**src/rtl/cci_mpf_prim_throttle_pkg.sv**
```systemverilog
// Shared types for the active-request throttle: tracker count widths and
// the drain state encoding.
package cci_mpf_prim_throttle_pkg;

    localparam int MAX_ACTIVE_LINES_DFLT    = 512;
    localparam int MAX_ACTIVE_WRFENCES_DFLT = 32;

    typedef logic [$clog2(MAX_ACTIVE_LINES_DFLT):0]     t_active_cnt;
    typedef logic [$clog2(MAX_ACTIVE_WRFENCES_DFLT)-1:0] t_active_wrfence_cnt;
    typedef logic [$clog2(MAX_ACTIVE_LINES_DFLT)+1:0]   t_est_cnt;

    typedef enum logic [1:0] {
        DRAIN_IDLE  = 2'd0,
        DRAIN_BLOCK = 2'd1,
        DRAIN_WAIT  = 2'd2,
        DRAIN_DONE  = 2'd3
    } t_drain_state;

endpackage

```
**src/rtl/cci_mpf_prim_lag_window.sv**
```systemverilog
// Sliding sum of the lines issued over the last LAG cycles, covering the
// requests the tracker has not yet folded into its counts.
module cci_mpf_prim_lag_window #(
    parameter int LAG   = 2,
    parameter int SUM_W = $clog2(4*LAG+1)
) (
    input  logic             clk,
    input  logic             reset_n,
    input  logic [2:0]       i_lines,
    output logic [SUM_W-1:0] o_sum
);

    logic [2:0]       r_shift [LAG];
    logic [SUM_W-1:0] r_sum;
    logic [2:0]       w_exit;

    assign w_exit = r_shift[LAG-1];
    assign o_sum  = r_sum;

    // Incremental update: the value entering is added while the one falling
    // off the end of the window is removed in the same cycle.
    always_ff @(posedge clk) begin
        if (!reset_n) begin
            for (int i = 0; i < LAG; i++) begin
                r_shift[i] <= 3'd0;
            end
            r_sum <= '0;
        end else begin
            r_shift[0] <= i_lines;
            for (int i = 1; i < LAG; i++) begin
                r_shift[i] <= r_shift[i-1];
            end
            r_sum <= r_sum + SUM_W'(i_lines) - SUM_W'(w_exit);
        end
    end

endmodule

```
**src/rtl/cci_mpf_prim_active_req_throttle.sv**
```systemverilog
// Per-channel almost-full back-pressure from lag-compensated line estimates,
// plus a drain handshake that blocks traffic and acks once the bus is empty.
module cci_mpf_prim_active_req_throttle
    import cci_mpf_prim_throttle_pkg::*;
#(
    parameter int MAX_ACTIVE_LINES    = 512,
    parameter int MAX_ACTIVE_WRFENCES = 32,
    parameter int LAG                 = 2,
    parameter int ALMOST_FULL_SLACK   = 8
) (
    input  logic                                   clk,
    input  logic                                   reset_n,
    input  logic [$clog2(MAX_ACTIVE_LINES):0]      c0_active_lines,
    input  logic [$clog2(MAX_ACTIVE_LINES):0]      c1_active_lines,
    input  logic [$clog2(MAX_ACTIVE_WRFENCES)-1:0] c1_active_wrfences,
    input  logic                                   c0_not_empty,
    input  logic                                   c1_not_empty,
    input  logic [2:0]                             c0_req_lines,
    input  logic [2:0]                             c1_req_lines,
    output logic                                   c0_almost_full,
    output logic                                   c1_almost_full,
    input  logic                                   drain_req,
    output logic                                   drain_ack,
    output logic                                   drain_busy,
    output t_drain_state                           o_dbg_drain_state
);

    localparam int SUM_W      = $clog2(4*LAG+1);
    localparam int EST_W      = $clog2(MAX_ACTIVE_LINES) + 2;
    localparam int THRESH     = MAX_ACTIVE_LINES - 4*(ALMOST_FULL_SLACK+1);
    localparam int SLACK_LOAD = ALMOST_FULL_SLACK + LAG + 1;
    localparam int SLACK_W    = $clog2(SLACK_LOAD+1);

    logic [SUM_W-1:0]   w_c0_sum;
    logic [SUM_W-1:0]   w_c1_sum;
    logic [EST_W-1:0]   w_c0_est;
    logic [EST_W-1:0]   w_c1_est;
    logic               w_c0_hit;
    logic               w_c1_hit;
    logic               w_quiet;

    t_drain_state       r_state;
    logic [SLACK_W-1:0] r_slack;
    logic               r_busy;
    logic               r_ack;
    logic               r_c0_af;
    logic               r_c1_af;

    cci_mpf_prim_lag_window #(.LAG(LAG), .SUM_W(SUM_W)) u_c0_window (
        .clk     (clk),
        .reset_n (reset_n),
        .i_lines (c0_req_lines),
        .o_sum   (w_c0_sum)
    );

    cci_mpf_prim_lag_window #(.LAG(LAG), .SUM_W(SUM_W)) u_c1_window (
        .clk     (clk),
        .reset_n (reset_n),
        .i_lines (c1_req_lines),
        .o_sum   (w_c1_sum)
    );

    // Estimates are one bit wider than the tracker counts so oversized
    // counts plus the window never wrap below the threshold.
    assign w_c0_est = EST_W'(c0_active_lines) + EST_W'(w_c0_sum);
    assign w_c1_est = EST_W'(c1_active_lines) + EST_W'(w_c1_sum);
    assign w_c0_hit = (w_c0_est >= EST_W'(THRESH));
    assign w_c1_hit = (w_c1_est >= EST_W'(THRESH));

    assign w_quiet = !c0_not_empty && !c1_not_empty &&
                     (c1_active_wrfences == '0) &&
                     (w_c0_sum == '0) && (w_c1_sum == '0);

    // From every state the next busy value equals drain_req (idle starts,
    // busy states abort or hold), so drain_req itself is the force term.
    always_ff @(posedge clk) begin
        if (!reset_n) begin
            r_state <= DRAIN_IDLE;
            r_slack <= '0;
            r_busy  <= 1'b0;
            r_ack   <= 1'b0;
            r_c0_af <= 1'b0;
            r_c1_af <= 1'b0;
        end else begin
            r_c0_af <= w_c0_hit | drain_req;
            r_c1_af <= w_c1_hit | drain_req;
            case (r_state)
                DRAIN_IDLE: begin
                    if (drain_req) begin
                        r_state <= DRAIN_BLOCK;
                        r_slack <= SLACK_W'(SLACK_LOAD);
                        r_busy  <= 1'b1;
                    end
                end
                DRAIN_BLOCK: begin
                    if (!drain_req) begin
                        r_state <= DRAIN_IDLE;
                        r_slack <= '0;
                        r_busy  <= 1'b0;
                    end else begin
                        r_slack <= r_slack - 1'b1;
                        if (r_slack == SLACK_W'(1)) begin
                            r_state <= DRAIN_WAIT;
                        end
                    end
                end
                DRAIN_WAIT: begin
                    if (!drain_req) begin
                        r_state <= DRAIN_IDLE;
                        r_busy  <= 1'b0;
                    end else if (w_quiet) begin
                        r_state <= DRAIN_DONE;
                        r_ack   <= 1'b1;
                    end
                end
                DRAIN_DONE: begin
                    if (!drain_req) begin
                        r_state <= DRAIN_IDLE;
                        r_busy  <= 1'b0;
                        r_ack   <= 1'b0;
                    end
                end
                default: begin
                    r_state <= DRAIN_IDLE;
                    r_busy  <= 1'b0;
                    r_ack   <= 1'b0;
                end
            endcase
        end
    end

    assign c0_almost_full    = r_c0_af;
    assign c1_almost_full    = r_c1_af;
    assign drain_ack         = r_ack;
    assign drain_busy        = r_busy;
    assign o_dbg_drain_state = r_state;

endmodule
```
**config.mk**
```make
export PLATFORM = sky130hd
export DESIGN_NAME = cci_mpf_prim_active_req_throttle
export DESIGN_NICKNAME = d
export VERILOG_FILES = /design/src/rtl/cci_mpf_prim_throttle_pkg.sv /design/src/rtl/cci_mpf_prim_lag_window.sv /design/src/rtl/cci_mpf_prim_active_req_throttle.sv
export SDC_FILE = /design/constraint.sdc
export NUM_CORES = 1
export LEC_CHECK = 0
export CAP_MARGIN = 25
export CORE_MARGIN = 2
export CORE_UTILIZATION = 54
export CTS_CLUSTER_SIZE = 12
export DETAILED_ROUTE_END_ITERATION = 8
export GPL_ROUTABILITY_DRIVEN = 0
export PLACE_DENSITY_LB_ADDON = 0.12
export SLEW_MARGIN = 15
export SYNTH_ARGS = -nofsm -noshare
export SYNTH_HDL_FRONTEND = slang
export SYNTH_SLANG_ARGS = --single-unit
```
**constraint.sdc**
```tcl
create_clock -name clk -period 3.5 [get_ports clk]
set_clock_uncertainty 0.2 [all_clocks]
set_input_delay 0.7 -clock clk [delete_from_list [all_inputs] [get_ports clk]]
set_output_delay 0.7 -clock clk [all_outputs]
set_load 0.005 [all_outputs]
```
Word-level counts from Yosys, hierarchy flattened
Memories as Yosys holds them, arrays and structs flattened.
Cells that the tools add are included.
Widths: inputs -> output; s select.
{"block": "totals", "mem_bits_rw": 12, "reg_bits": 18, "in_bits": 36, "rom_bits": 0, "memories": 2, "output_inout_bits": 6, "word_cells": 75, "latch_bits": 0}
{"memory": "u_c0_window.r_shift", "words": 2, "word_bits": 3, "rd": 2, "rd_clocked_by_memory_dff": 0, "wr": 2, "line": "cci_mpf_prim_lag_window.sv:13", "source": "logic [2:0] r_shift [LAG];"}
{"memory": "u_c1_window.r_shift", "words": 2, "word_bits": 3, "rd": 2, "rd_clocked_by_memory_dff": 0, "wr": 2, "line": "cci_mpf_prim_lag_window.sv:13"}
{"block": "op_classes", "n_div": 0, "mul": 0, "muxes": 22, "bitwise_logic": 6, "reduce_logical": 17, "shift": 0, "n_addsub": 7, "magnitude_cmp": 2, "n_eq_ne": 11}
{"op": "$add 10x4->11", "n": 2}
{"op": "$ge 11x9->1 const B", "n": 2}
{"op": "$mux 2", "n": 6}
{"op": "$mux 3", "n": 4}
{"op": "$ne 2x2->1 const B", "n": 5}
{"op": "$add 4x3->4", "n": 2}
{"op": "$logic_not 4->1", "n": 2}
{"op": "$mux 4", "n": 2}
{"op": "$pmux 2 s4", "n": 1}
{"op": "$pmux 4 s2", "n": 1}
{"op": "$reduce_and 4->1", "n": 2}
{"op": "$sub 4x3->4", "n": 2}
{"op": "$mux 1", "n": 6}
{"op": "$ne 3x3->1 const B", "n": 2}
{"op": "$or 1x1->1", "n": 6}
{"op": "$logic_not 5->1", "n": 1}
{"op": "$eq 2x2->1 const B", "n": 2}
{"op": "$eq 4x1->1 const B", "n": 1}
{"op": "$logic_and 1x1->1", "n": 4}
{"op": "$pmux 1 s2", "n": 2}
{"op": "$reduce_and 2->1", "n": 2}
{"op": "$reduce_bool 2->1", "n": 2}
{"op": "$sub 4x1->4 const B", "n": 1}
{"op": "$reduce_or 3->1", "n": 1}
{"op": "3 further kinds", "n": 4}

Logic depth before layout (Yosys ltp)
Gate-level depths: netlist (run 1).
{"block": "logic_depth", "ltp_word": 8, "ltp_mapped": 8, "ltp_nobuf": 8}

Cells and area by module
A second synthesis (run 1) with hierarchy kept.
{"block": "hier_totals", "cells_unflattened": 219, "area_unflattened_um2": 1929.4}
{"module": "cci_mpf_prim_active_req_throttle", "n_inst": 1, "cells_each": 133, "area_each_um2": 1028.5}
{"module": "cci_mpf_prim_lag_window", "n_inst": 2, "cells_each": 43, "area_each_um2": 450.4}

Least setup slack after synthesis (run 1)
Ideal clock, no wire load.
{"block": "synth_path", "path_type": "input port to flip-flop", "startpoint": "input port c0_active_lines[0]", "endpoint": "register r_c0_af (netlist: c0_almost_full)", "t_arrival_ps": 2302, "path_slack_ps": 870, "n_path_buf": 0, "cell_stages": 7, "path_cell_list": "ha_1 fa_1 nor2b_1 or2_0 a211o_2 a311oi_1 o32ai_1"}
{"block": "synth_between", "elab_chain_len": 3}
{"item": "from (decl)", "line": "cci_mpf_prim_active_req_throttle.sv:13", "source": "input logic [$clog2(MAX_ACTIVE_LINES):0] c0_active_lines,"}
{"item": "$add 10x4->11", "line": "cci_mpf_prim_active_req_throttle.sv:65", "source": "assign w_c0_est = EST_W'(c0_active_lines) + EST_W'(w_c0_sum);"}
{"item": "$ge 11x9->1", "line": "cci_mpf_prim_active_req_throttle.sv:67", "source": "assign w_c0_hit = (w_c0_est >= EST_W'(THRESH));"}
{"item": "$or 1x1->1", "line": "cci_mpf_prim_active_req_throttle.sv:85", "source": "r_c0_af <= w_c0_hit | drain_req;"}
{"item": "to (signal assigned)", "line": "cci_mpf_prim_active_req_throttle.sv:85"}
{"item": "to (decl)", "line": "cci_mpf_prim_active_req_throttle.sv:46", "source": "logic r_c0_af;"}
Every way passes these cells.
A chain may end at the register's enable or synchronous reset.

Worst setup path after layout (run 1)
Same ends and word-level chain as after synthesis.

==> metrics, run 1 <==
Hold/Removal Path Class=reg -> reg; routed len/inst=between 10 and 15 µm; DP HPWL=just over 3000 µm; complex-gate fraction of the synthesized area=0.180; Ys Warns=0; Starting Density=0.567; FF/Latch Area=601 µm²; Slew Limit Fails=0; # H-tree levels=2; Filler Cell Count=between 200 and 300; ANT cells=0; Total GRT Usage=0.210; Die H=63.4 µm; Via density=around 5.3; Worst setup EP type=flip-flop; clock share of power=0.192; Slew @ Worst Pin=between 0.5 and 0.6 ns; Top-Level Pins=42; final net count=324; min Tclk post-route=2.83 ns; Final ANT Viol Nets=0; vias after detailed routing=1,636; Clock Latency Late Sink=0.32 ns; Crit. Startpoint=c0_active_lines[0]; WP data required=3.50 ns; post-CTS setup buffer count=0; setup violators final=0; Slew headroom=0.659; vias in the first global route=1,538; Congestion Overflow GR=0; TritonCTS clock tree=done; #FFs+latches synth=30; DRT iter0 DRCs=94; Clock Path Buffers=2; P_sw=0.000411 W; area of the multi-input gates=between 0.001 and 0.0015 mm²; r2r startpoint=u_c0_window.o_sum[0]; Max Freq=about 0.35 GHz; initial antenna violation count=0; Remaining DRCs=0; CTS buffer count=5; Post-synth EDFFs=0; Hold Violations, Final=0; post-synthesis mux area share=0.00590; kind of critical path=in -> reg; most common cell after layout, fill and taps aside=clkdlybuf4s50_1; sum of negative setup slack=0 ns; root buf cell=clkbuf_4; Lkg Pwr=approximately 1.0 nW; drt pass-1 iters=4; largest family of logic cells by synthesized area=simple AND/OR/NAND/NOR gates; core area=about 0.0034 mm²; drt total wl=3790 µm; post_cts resized=0; MaxCap Viol Count=0; hold wc startpoint=u_c1_window.r_shift[0][2]; status=finished clean; RSZ-0062 raised after global routing=false; Final Cycle Share=0.808; part of the power in combinational logic=0.435; Avg Cell Area, Syn=slightly below 9 µm²; total power=0.00115 W; Mapped Nets=279; Worst Path Max Fanout=3; post-synthesis cell area=0.00191 mm²; Mapped Cells=about 220; Internal Pwr Total=0.000739 W; Top FF cell, synth=dfxtp_1; global-route wire length before repair=6690 µm; largest net degree at the start of global routing=16; Worst-path clk slew=0.10 ns; clk sink count=30; Post-Synth XOR/XNOR Area=0.0367; pwr/cell area=474 mW/mm²; worst vdd rail ir drop=0.338 mV; Simple-Gate Fraction of Synth Area=0.203; Yosys cell types=49; worst-path cell chain=clkdlybuf4s50_1, ha_1, fa_1, nor2b_1, or2_0, a211o_2, a311oi_1, o32ai_1; cts hold-fix bufs=0; share of cells above drive strength 1=0.0570; Sequential Power Share=0.373; most frequent cells in the layout=41 x clkdlybuf4s50_1, 30 x dfxtp_1, 23 x inv_1; die width=63.4 µm; Die Footprint=0.00403 mm²; num rows=21; register area share after synthesis=0.315; Port-buffer cells=between 40 and 50; Crit-path slowest cell=fa_1; CP Launch Type=input port; Worst EP arrival=between 2 and 3 ns; CP max stage delay=0.42 ns; Area Growth Syn to Fin=27.1%; Net Sw Frac=0.358; FFs w/ async S/R, synth=0; Synth Area in Adders=0.202
==> synth_stat cells (all sizes together) (2+ instances only) <==
master  instances  area (µm²)
nand4           2        12.5
dfxtp          30         601
fa              8         160
o21bai          2        15.0
or2             3        18.8
ha             18         225
o31a            2        17.5
clkbuf          3        11.3
nor2           21        78.8
a21oi          17        88.8
nor4            3        18.8
and2           13        81.3
a21o            6        46.3
nand2           8        30.0
nand3           7        35.0
nor3b           2        15.0
xor2            4        35.0
inv            23        86.3
xnor2           4        35.0
a211o           2        18.8
a211oi          2        15.0
o21ai           9        45.0
a311oi          2        17.5
nor2b           6        37.5
==> worst paths after layout <==
check,to,slack [ns],cells past startpoint
max,c0_almost_full,0.67,8
min,u_c1_window.r_shift[0][5],0.24,1
max reg2reg,c0_almost_full,1.12,7
min reg2reg,u_c1_window.r_shift[0][5],0.24,1
==> worst max-delay path, delay by kind of cell <==
kind | cells | cell delay, ns
fa+ha+maj | 2 | 0.66
simple gates | 2 | 0.35
buf+inv | 1 | 0.41
compound gates | 3 | 0.71
==> metrics by stage <==
| stage | setup slack (ns) | utilization | hold slack [ns] | cell area, µm² | std cells |
|---|---|---|---|---|---|
| 6_report | 0.670 | 0.721 | 0.240 | 2420 | 309 |
| 5_1_grt | 0.518 | 0.721 | 0.255 | 2420 | 309 |
| 4_1_cts | 0.672 | 0.721 | 0.242 | 2420 | 309 |
| 3_5_place_dp | 0.317 | 0.702 | 0.219 | 2360 | 301 |
| 3_3_place_gp | 0.360 | 0.702 | 0.213 | 2360 | 301 |
| 2_1_floorplan | 0.870 | - | 0.212 | 1910 | 217 |
==> sequential cells by signal (all words and copies together) (netlist names), 2 cells and up <==
| register | count |
|---|---|
| u_c1_window.r_shift | 6 |
| o_dbg_drain_state | 2 |
| u_c1_window.o_sum | 4 |
| u_c0_window.o_sum | 4 |
| r_slack | 4 |
| u_c0_window.r_shift | 6 |
==> layout make-up <==
cell class,instances,share of cell area
clock inverters,2,0.00516
flip-flops and latches,30,0.248
well taps,46,0.0237
inverters,23,0.0356
repair buffers,42,0.172
multi-input cells,160,0.494
clock buffers,6,0.0212
==> power by group through the flow <==
stage	registers (W)	logic, W	clock network, W
final	0.000429	0.000501	0.000220
after global routing	0.000435	0.000574	0.000245
after CTS	0.000429	0.000502	0.000228
after detailed placement	0.000437	0.000499	0
after global placement	0.000437	0.000482	0
after floorplan	0.000422	0.000376	0
==> routing by layer <==
layer	GRT usage	part of all wire
met3	0.0679	0.036
met5	0	0
met1	0.265	0.48
met4	0.0652	0.011
met2	0.342	0.47
==> cells by family after synthesis <==
group,after synthesis
adders and majority gates,26
and+or+nand+nor,73
DFF,30
buffers and inverters,27
AOI/OAI and AO/OA,52
xor gates and xnor gates,8
muxes,1
Note: power is estimated with default switching activity, not from simulation.
==> inputs of run 2 (changes only) <==
- CORE_UTILIZATION: 54 -> 46
- clock period: 3.5 -> 2.35 ns (I/O delays scaled with it)
==> run 2 against run 1 <==
Setup slack worse by 0.61 ns. Hold slack worse by 0.0080 ns. Combinational power grew 100%. Critical path depth decreased by 1. Sequential share of layout area is 2.7 points lower. Sequential cell count unchanged. Largest cell class unchanged.
==> metrics, run 2 (synthesis gave the netlist of run 1 again) <==
Total GRT Usage=0.202; vias after detailed routing=1,718; routed len/inst=approximately 12 µm; DRT iter0 DRCs=72; min Tclk post-route=2.29 ns; most common cell after layout, fill and taps aside=clkdlybuf4s50_1; share of cells above drive strength 1=0.199; most frequent cells in the layout=35 x clkdlybuf4s50_1, 28 x dfxtp_1, 25 x buf_4; routed length on met1=1820 µm; CP Launch Type=input port; Clock Path Buffers=2; Slew headroom=0.663; setup violators final=0; largest net degree at the start of global routing=17; Slew @ Worst Pin=approximately 0.50 ns; Worst-path clk slew=0.07 ns; total power=between 0.002 and 0.0025 W; Lkg Pwr=approximately 1.2 nW; Via density=5.10; Clock Latency Late Sink=0.29 ns; MaxCap Viol Count=0; num rows=23; clk sink count=30; Hold/Removal Path Class=reg -> reg; Congestion Overflow GR=0; Port-buffer cells=41; Die H=between 60 and 70 µm; core area=between 0.004 and 0.005 mm²; Area Growth Syn to Fin=43.4%; TritonCTS clock tree=done; Hold Violations, Final=0; root buf cell=clkbuf_8; drt pass-1 iters=4; CTS buffer count=5; RSZ-0062 raised after global routing=false; WL met3=154 µm; status=finished clean; biggest regs=u_c0_window.r_shift (6), u_c1_window.r_shift (6); die width=68.4 µm; kind of critical path=in -> reg; DP HPWL=3100 µm; Final Cycle Share=0.975; ANT cells=0; initial antenna violation count=0; Starting Density=0.477; Slew Limit Fails=0; vias in the first global route=1,592; Remaining DRCs=0; Worst Path Max Fanout=5; global-route wire length before repair=6990 µm; met2 WL=2140 µm; Worst setup EP type=flip-flop; final net count=348; Max Freq=0.437 GHz; worst vdd rail ir drop=0.404 mV; Final ANT Viol Nets=0; drt total wl=4210 µm; Top-Level Pins=42; pwr/cell area=765 mW/mm²; sum of negative setup slack=0 ns; Worst EP arrival=2.29 ns; WP data required=around 2.4 ns; Worst Hold Margin=0.232 ns; top routing layer in use=met4; Die Footprint=approximately 0.0047 mm²; # H-tree levels=2
==> run 2: routing by layer <==
metal | up-vias | GRT usage
met5 | - | 0
met4 | 0 | 0.0875
met3 | 8 | 0.0461
met2 | 32 | 0.339
met1 | 795 | 0.246
li1 | 883 | -
==> run 2: critical path, cell delays in order <==
cell and delay, ns:
clkdlybuf4s50_1 0.44, ha_4 0.30, a21o_2 0.14, a21oi_4 0.08, or4b_1 0.50, o211a_1 0.12, o32ai_1 0.24
==> run 2: final cells by class <==
cell class                      instances  area [µm²]
Multi-Input combinational cell        160        1280
Fill cell                             347        1260
Timing Repair Buffer                   66         606
Sequential cell                        30         603
Inverter                               23        86.3
Clock buffer                            6        82.6
Tap cell                               50        62.6
Clock inverter                          2        12.5
==> run 2: repair_timing <==
| item | CTS | global route |
|---|---|---|
| hold buffers | 0 | 0 |
| buffers inserted | 1 | 1 |
| endpoints found under the setup margin | 4 | 4 |
| pin swaps | 15 | 13 |
| resized for setup | 14 | 12 |
==> run 2: path summary, 6_finish.rpt <==
check,cells after the start,slack (ns),end,from
max,7,0.06,c0_almost_full,c0_active_lines[2]
min,1,0.23,u_c0_window.r_shift[0][4],u_c0_window.r_shift[0][1]
max reg2reg,8,0.15,u_c0_window.o_sum[3],u_c0_window.o_sum[1]
min reg2reg,1,0.23,u_c0_window.r_shift[0][4],u_c0_window.r_shift[0][1]
==> run 2: where the power goes <==
part | switching, W | internal [W]
clock | 0.000194 | 0.000235
combinational | 0.000452 | 0.000566
sequential | 0.0000682 | 0.000577
total | 0.000714 | 0.00138
==> run 2: per-stage QoR <==
stage,utilization,area (µm²),std cells,worst slack [ns]
3_3_place_gp,0.633,2530,327,-0.455
6_report,0.684,2740,337,0.0594
4_1_cts,0.673,2690,336,0.000947
5_1_grt,0.684,2740,337,0.00483
2_1_floorplan,-,1910,217,0.0227
3_5_place_dp,0.633,2530,327,-0.468
==> RTL change 1, RTL diff (settings of run 2) <==
Make the reset (`reset_n`) asynchronous in 2 clocked blocks.
--- a/src/rtl/cci_mpf_prim_lag_window.sv
+++ b/src/rtl/cci_mpf_prim_lag_window.sv
@@ -21,3 +21,3 @@
     // off the end of the window is removed in the same cycle.
-    always_ff @(posedge clk) begin
+    always_ff @(posedge clk or negedge reset_n) begin
         if (!reset_n) begin
--- a/src/rtl/cci_mpf_prim_active_req_throttle.sv
+++ b/src/rtl/cci_mpf_prim_active_req_throttle.sv
@@ -75,3 +75,3 @@
     // busy states abort or hold), so drain_req itself is the force term.
-    always_ff @(posedge clk) begin
+    always_ff @(posedge clk or negedge reset_n) begin
         if (!reset_n) begin
Check against the original RTL: differs if reset_n is asserted again (counterexample within 4 cycles, from zero or initial values and one cycle with reset_n low); with reset_n held inactive, the same outputs for 10 cycles.
==> RTL change 1 against run 2 <==
The flow now finishes with violations (negative setup slack). Sequential cell count stayed put. Largest cell class unchanged. Worst hold slack got worse by 0.095 ns. Routed wire length up 3.0%. Power is 38% higher. Sequential power rose by 28%. Die area is 0.99% lower. First-iteration DRC count fell by 42%. Final area rose by 1.1%. Area after synthesis fell by 1.0%. Worst setup slack worse by 0.14 ns. Clock power down 3%. Cell count down 9.5%.
==> RTL change 1: results <==
group,metric,value,unit
route,drt_pass1_iterations,4,
sta,final.setup.tns,-0.0762,ns
setup_path,critPathMaxFanout,4,
setup_path,r2r-start,"u_c0_window.o_sum[0]$_DFF_PN0_",
placed_design,placed_area,2530,sq um
sta,setup_viol,1,
global_route,grt_max_degree,31,
yosys,synth_cell_types,41,
yosys,yosys_warnings,0,
clock_network,numCtsBuffers,5,
sta,max_slew_margin,72.9,%
clock_network,cts-htree-levels,2,
min_path,worstHoldStart,"c0_req_lines[1]",
clock_network,clkTransAtPathRegs,0.06,ns
power_and_ir_drop,peakVddDrop,525,uV
final_layout,num_antenna_cells,0,
global_route,antenna_found_initial,0,
final_layout,drive_gt1_share,21.2,%
yosys,synth_seq_area_share,39.8,%
clock_network,clockBufferDepth,2,
clock_network,clockRootBuffer,"clkbuf_8",
global_route,grt_pass1_vias,1650,
setup_path,cpPeakStageDelay,0.42,ns
placed_design,portBuffers,41,
route,vias,1598,
yosys,mappedNetlistNets,244,
clock_network,worstSkewPairLatency,0.27,ns
setup_path,slowest_stage,"dfrtp_1",
route,detail_route.wl_per_cell,14.2,um
yosys,synthArstFlopShare,100,%
min_path,holdCritPathClass,"input port to register",
yosys,synth.top_cells.by_count,"dfrtp_1 (30), inv_1 (25), ha_1 (18), nor2_1 (14)",
outcome,violations,"negative setup slack",
global_route,grt_pass1_wl,6910,um
route,drt_iter0_drc,42,
final_layout,fin_nets,316,
outcome,status,"finished with violations",
setup_path,crit_type,"register to register",
sta,layout_setup_ws,-0.0762,ns
setup_path,worst_ep_arrival_time,2.38,ns
global_route,grt_usage,20.1,%
placed_design,place_hpwl,3220,um
power_and_ir_drop,leakagePower,1.26,nW
yosys,synthTopCellsByArea,"dfrtp_1 (40%), ha_1 (12%), fa_1 (8.5%), inv_1 (5.0%), xnor2_1 (4.2%)",
setup_path,cp_top_family,"compound AO/OA/AOI/OAI gates",
[RTL change 1: path summary, 6_finish.rpt]
path,end,cells after the start
worst max-delay path,c0_almost_full$_DFF_PN0_,7
max in group asynchronous,u_c1_window.o_sum[1]$_DFF_PN0_,2
worst min-delay path,u_c0_window.r_shift[4]$_DFF_PN0_,1
worst min register to register,u_c0_window.w_exit[2]$_DFF_PN0_,0
worst max register to register,c0_almost_full$_DFF_PN0_,7
min in group asynchronous,r_slack[1]$_DFFE_PN0P_,2
[RTL change 1: cells by family (layout without fill, tap and decap cells)]
group                    count (synthesis)  count (layout)  synth area share (%)
AND/OR/NAND/NOR                         44              44                  12.3
AO/OA/AOI/OAI                           38              38                  13.8
flip-flops                              30              30                  39.8
adder cells (fa/ha/maj)                 27              27                  20.9
buffers and inverters                   27             100                  5.37
XOR/XNOR                                11              11                  5.10
multiplexers                             5               5                  2.78
[RTL change 1: worst register-to-register path: cells and delay by family, from the launching register on]
kind,cells,cell delay (ns)
and+or+nand+nor,1,0.09
DFF,1,0.42
adders and majority gates,2,0.55
AOI/OAI and AO/OA,4,1.05
[RTL change 1: repair_timing]
action | CTS | global route
setup endpoints to repair | 4 | 4
pin swaps | 17 | 17
gates resized for setup | 25 | 11
setup buffers | 3 | 3
endpoints found under the hold margin | 0 | 0
[RTL change 1: area by class of cell]
type	instances	area [sq um]
clock buffers	7	86.3
well taps	50	62.6
fillers	295	1210
inverters	25	93.8
clock inverters	1	5.00
multi-input cells	125	1150
repair buffers	67	611
flip-flops and latches	30	752
[RTL change 1: report_power, final]
group / internal, mW / switching (mW) / leakage (nW)
registers: 0.662 / 0.165 / 0.347
logic: 0.902 / 0.740 / 0.867
clock network: 0.236 / 0.183 / 0.0482
total: 1.80 / 1.09 / 1.26
[RTL change 1: metal layers]
layer | vias to the layer above | share of wire (%) | global-route usage, %
met5 | - | 0 | 0
met4 | 0 | 1.8 | 7.50
met3 | 10 | 3.8 | 4.11
met2 | 41 | 56 | 38.2
met1 | 773 | 39 | 21.6
li1 | 774 | - | -
[RTL change 1: through the flow]
step | cells | hold WS (ns) | power [mW] | worst slack (ns)
after global placement | 292 | 0.136 | 2.12 | -0.546
after CTS | 302 | 0.155 | 2.77 | -0.0327
after detailed placement | 292 | 0.139 | 2.22 | -0.606
after global routing | 305 | 0.150 | 3.14 | -0.162
after floorplan | 182 | -0.0256 | 1.67 | -0.0198
final | 305 | 0.137 | 2.89 | -0.0762
==> RTL change 2, RTL diff (flow settings as in run 2) <==
Made on the original files. Set the parameter `MAX_ACTIVE_LINES` to 2048 (it was 512).
--- a/src/rtl/cci_mpf_prim_active_req_throttle.sv
+++ b/src/rtl/cci_mpf_prim_active_req_throttle.sv
@@ -5,3 +5,3 @@
 #(
-    parameter int MAX_ACTIVE_LINES    = 512,
+    parameter int MAX_ACTIVE_LINES    = 2048,
     parameter int MAX_ACTIVE_WRFENCES = 32,
Interface: changed (resized c0_active_lines and c1_active_lines); port bits go from 42 to 46. The function was not compared with the original's and may differ.
==> RTL change 2 against run 2 <==
Routed wire length grew 1.8%. Synthesized cell count unchanged. Sequential cell count is the same. Worst setup slack worse by 0.046 ns. Count of clock-buffer cells in the layout unchanged. Final area fell by 0.27%. Power down 6.0%. Area after synthesis is 3.1% higher.
==> RTL change 2: results <==
group,metric,value,unit
yosys,synth_fa_ha_area_share,19.6,%
yosys,avgSynthCellArea,9.07,sq um
final_layout,seq_area,602,sq um
sta,holdWs,0.232,ns
yosys,mappedNetlistNets,283,
setup_path,worst_ep_arrival_time,2.31,ns
placed_design,portBuffers,45,
min_path,worstHoldStart,"u_c0_window.r_shift[0][0]$_SDFF_PN0_",
power_and_ir_drop,leakagePower,1.15,nW
setup_path,r2r_slack,0.13,ns
final_layout,buffers_excl_clock,61,
route,drt_iter0_drc,100,
final_layout,multiInputGateArea,1310,sq um
final_layout,multi_input_cells,157,
setup_path,reg2reg_depth,6,
final_layout,buf_share,21.0,%
yosys,synth_mux_area_share,1.08,%
final_layout,drive_gt1_share,15.0,%
yosys,synth_xor_area_share,4.90,%
yosys,synth_compound_area_share,16.4,%
setup_path,critPathMaxFanout,4,
min_path,worstHoldEndpoint,"u_c0_window.r_shift[0][3]$_SDFF_PN0_",
final_layout,nFillCells,330,
yosys,synth_cell_types,46,
yosys,synth_seq_area_share,30.5,%
outcome,status,"finished, final reports clean",
placed_design,place_ws,-0.468,ns
power_and_ir_drop,p_per_area,721,nW/um^2
placed_design,placed_area,2570,sq um
global_route,grt_usage,18.5,%
power_and_ir_drop,peakVddDrop,476,uV
setup_path,slowest_stage,"clkdlybuf4s50_1",
route,vias,1725,
sta,timing.final.crit_share,99.4,%
route,wirelength,4280,um
setup_path,endpoint,"c1_almost_full$_SDFF_PN0_",
yosys,synth.top_cells.by_count,"dfxtp_1 (30), inv_1 (24), and2_1 (20), ha_1 (18), nor2_1 (11)",
## RTL change 2: cell count changes after synthesis, moves of 2 or more
cell	before	now
nor2b_1	6	4
a211oi_1	2	4
nand3_1	7	5
nor2_1	21	11
and2_1	13	20
xnor2_1	4	8
clkbuf_1	3	5
and4_1	1	5
a21oi_1	16	9
nor3b_1	2	0
a32o_1	0	3
nor3_1	1	3
## RTL change 2: where the power goes
group / switching, mW / total (mW) / internal (mW)
sequential: 0.0600 / 0.636 / 0.576
combinational: 0.409 / 0.901 / 0.492
clock: 0.195 / 0.430 / 0.235
## RTL change 2: metal layers
layer | vias up | track usage (%) | share of wire [%]
met5 | - | 0 | 0
met4 | 0 | 5.66 | 1.1
met3 | 6 | 4.51 | 4.8
met2 | 40 | 30.4 | 48
met1 | 798 | 23.9 | 46
li1 | 881 | - | -
## RTL change 2: repair_timing
item / CTS / global route
pin swaps: 11 / 7
cloned: 0 / 0
setup endpoints to repair: 6 / 6
gates resized for setup: 9 / 8
buffers inserted: 1 / 0
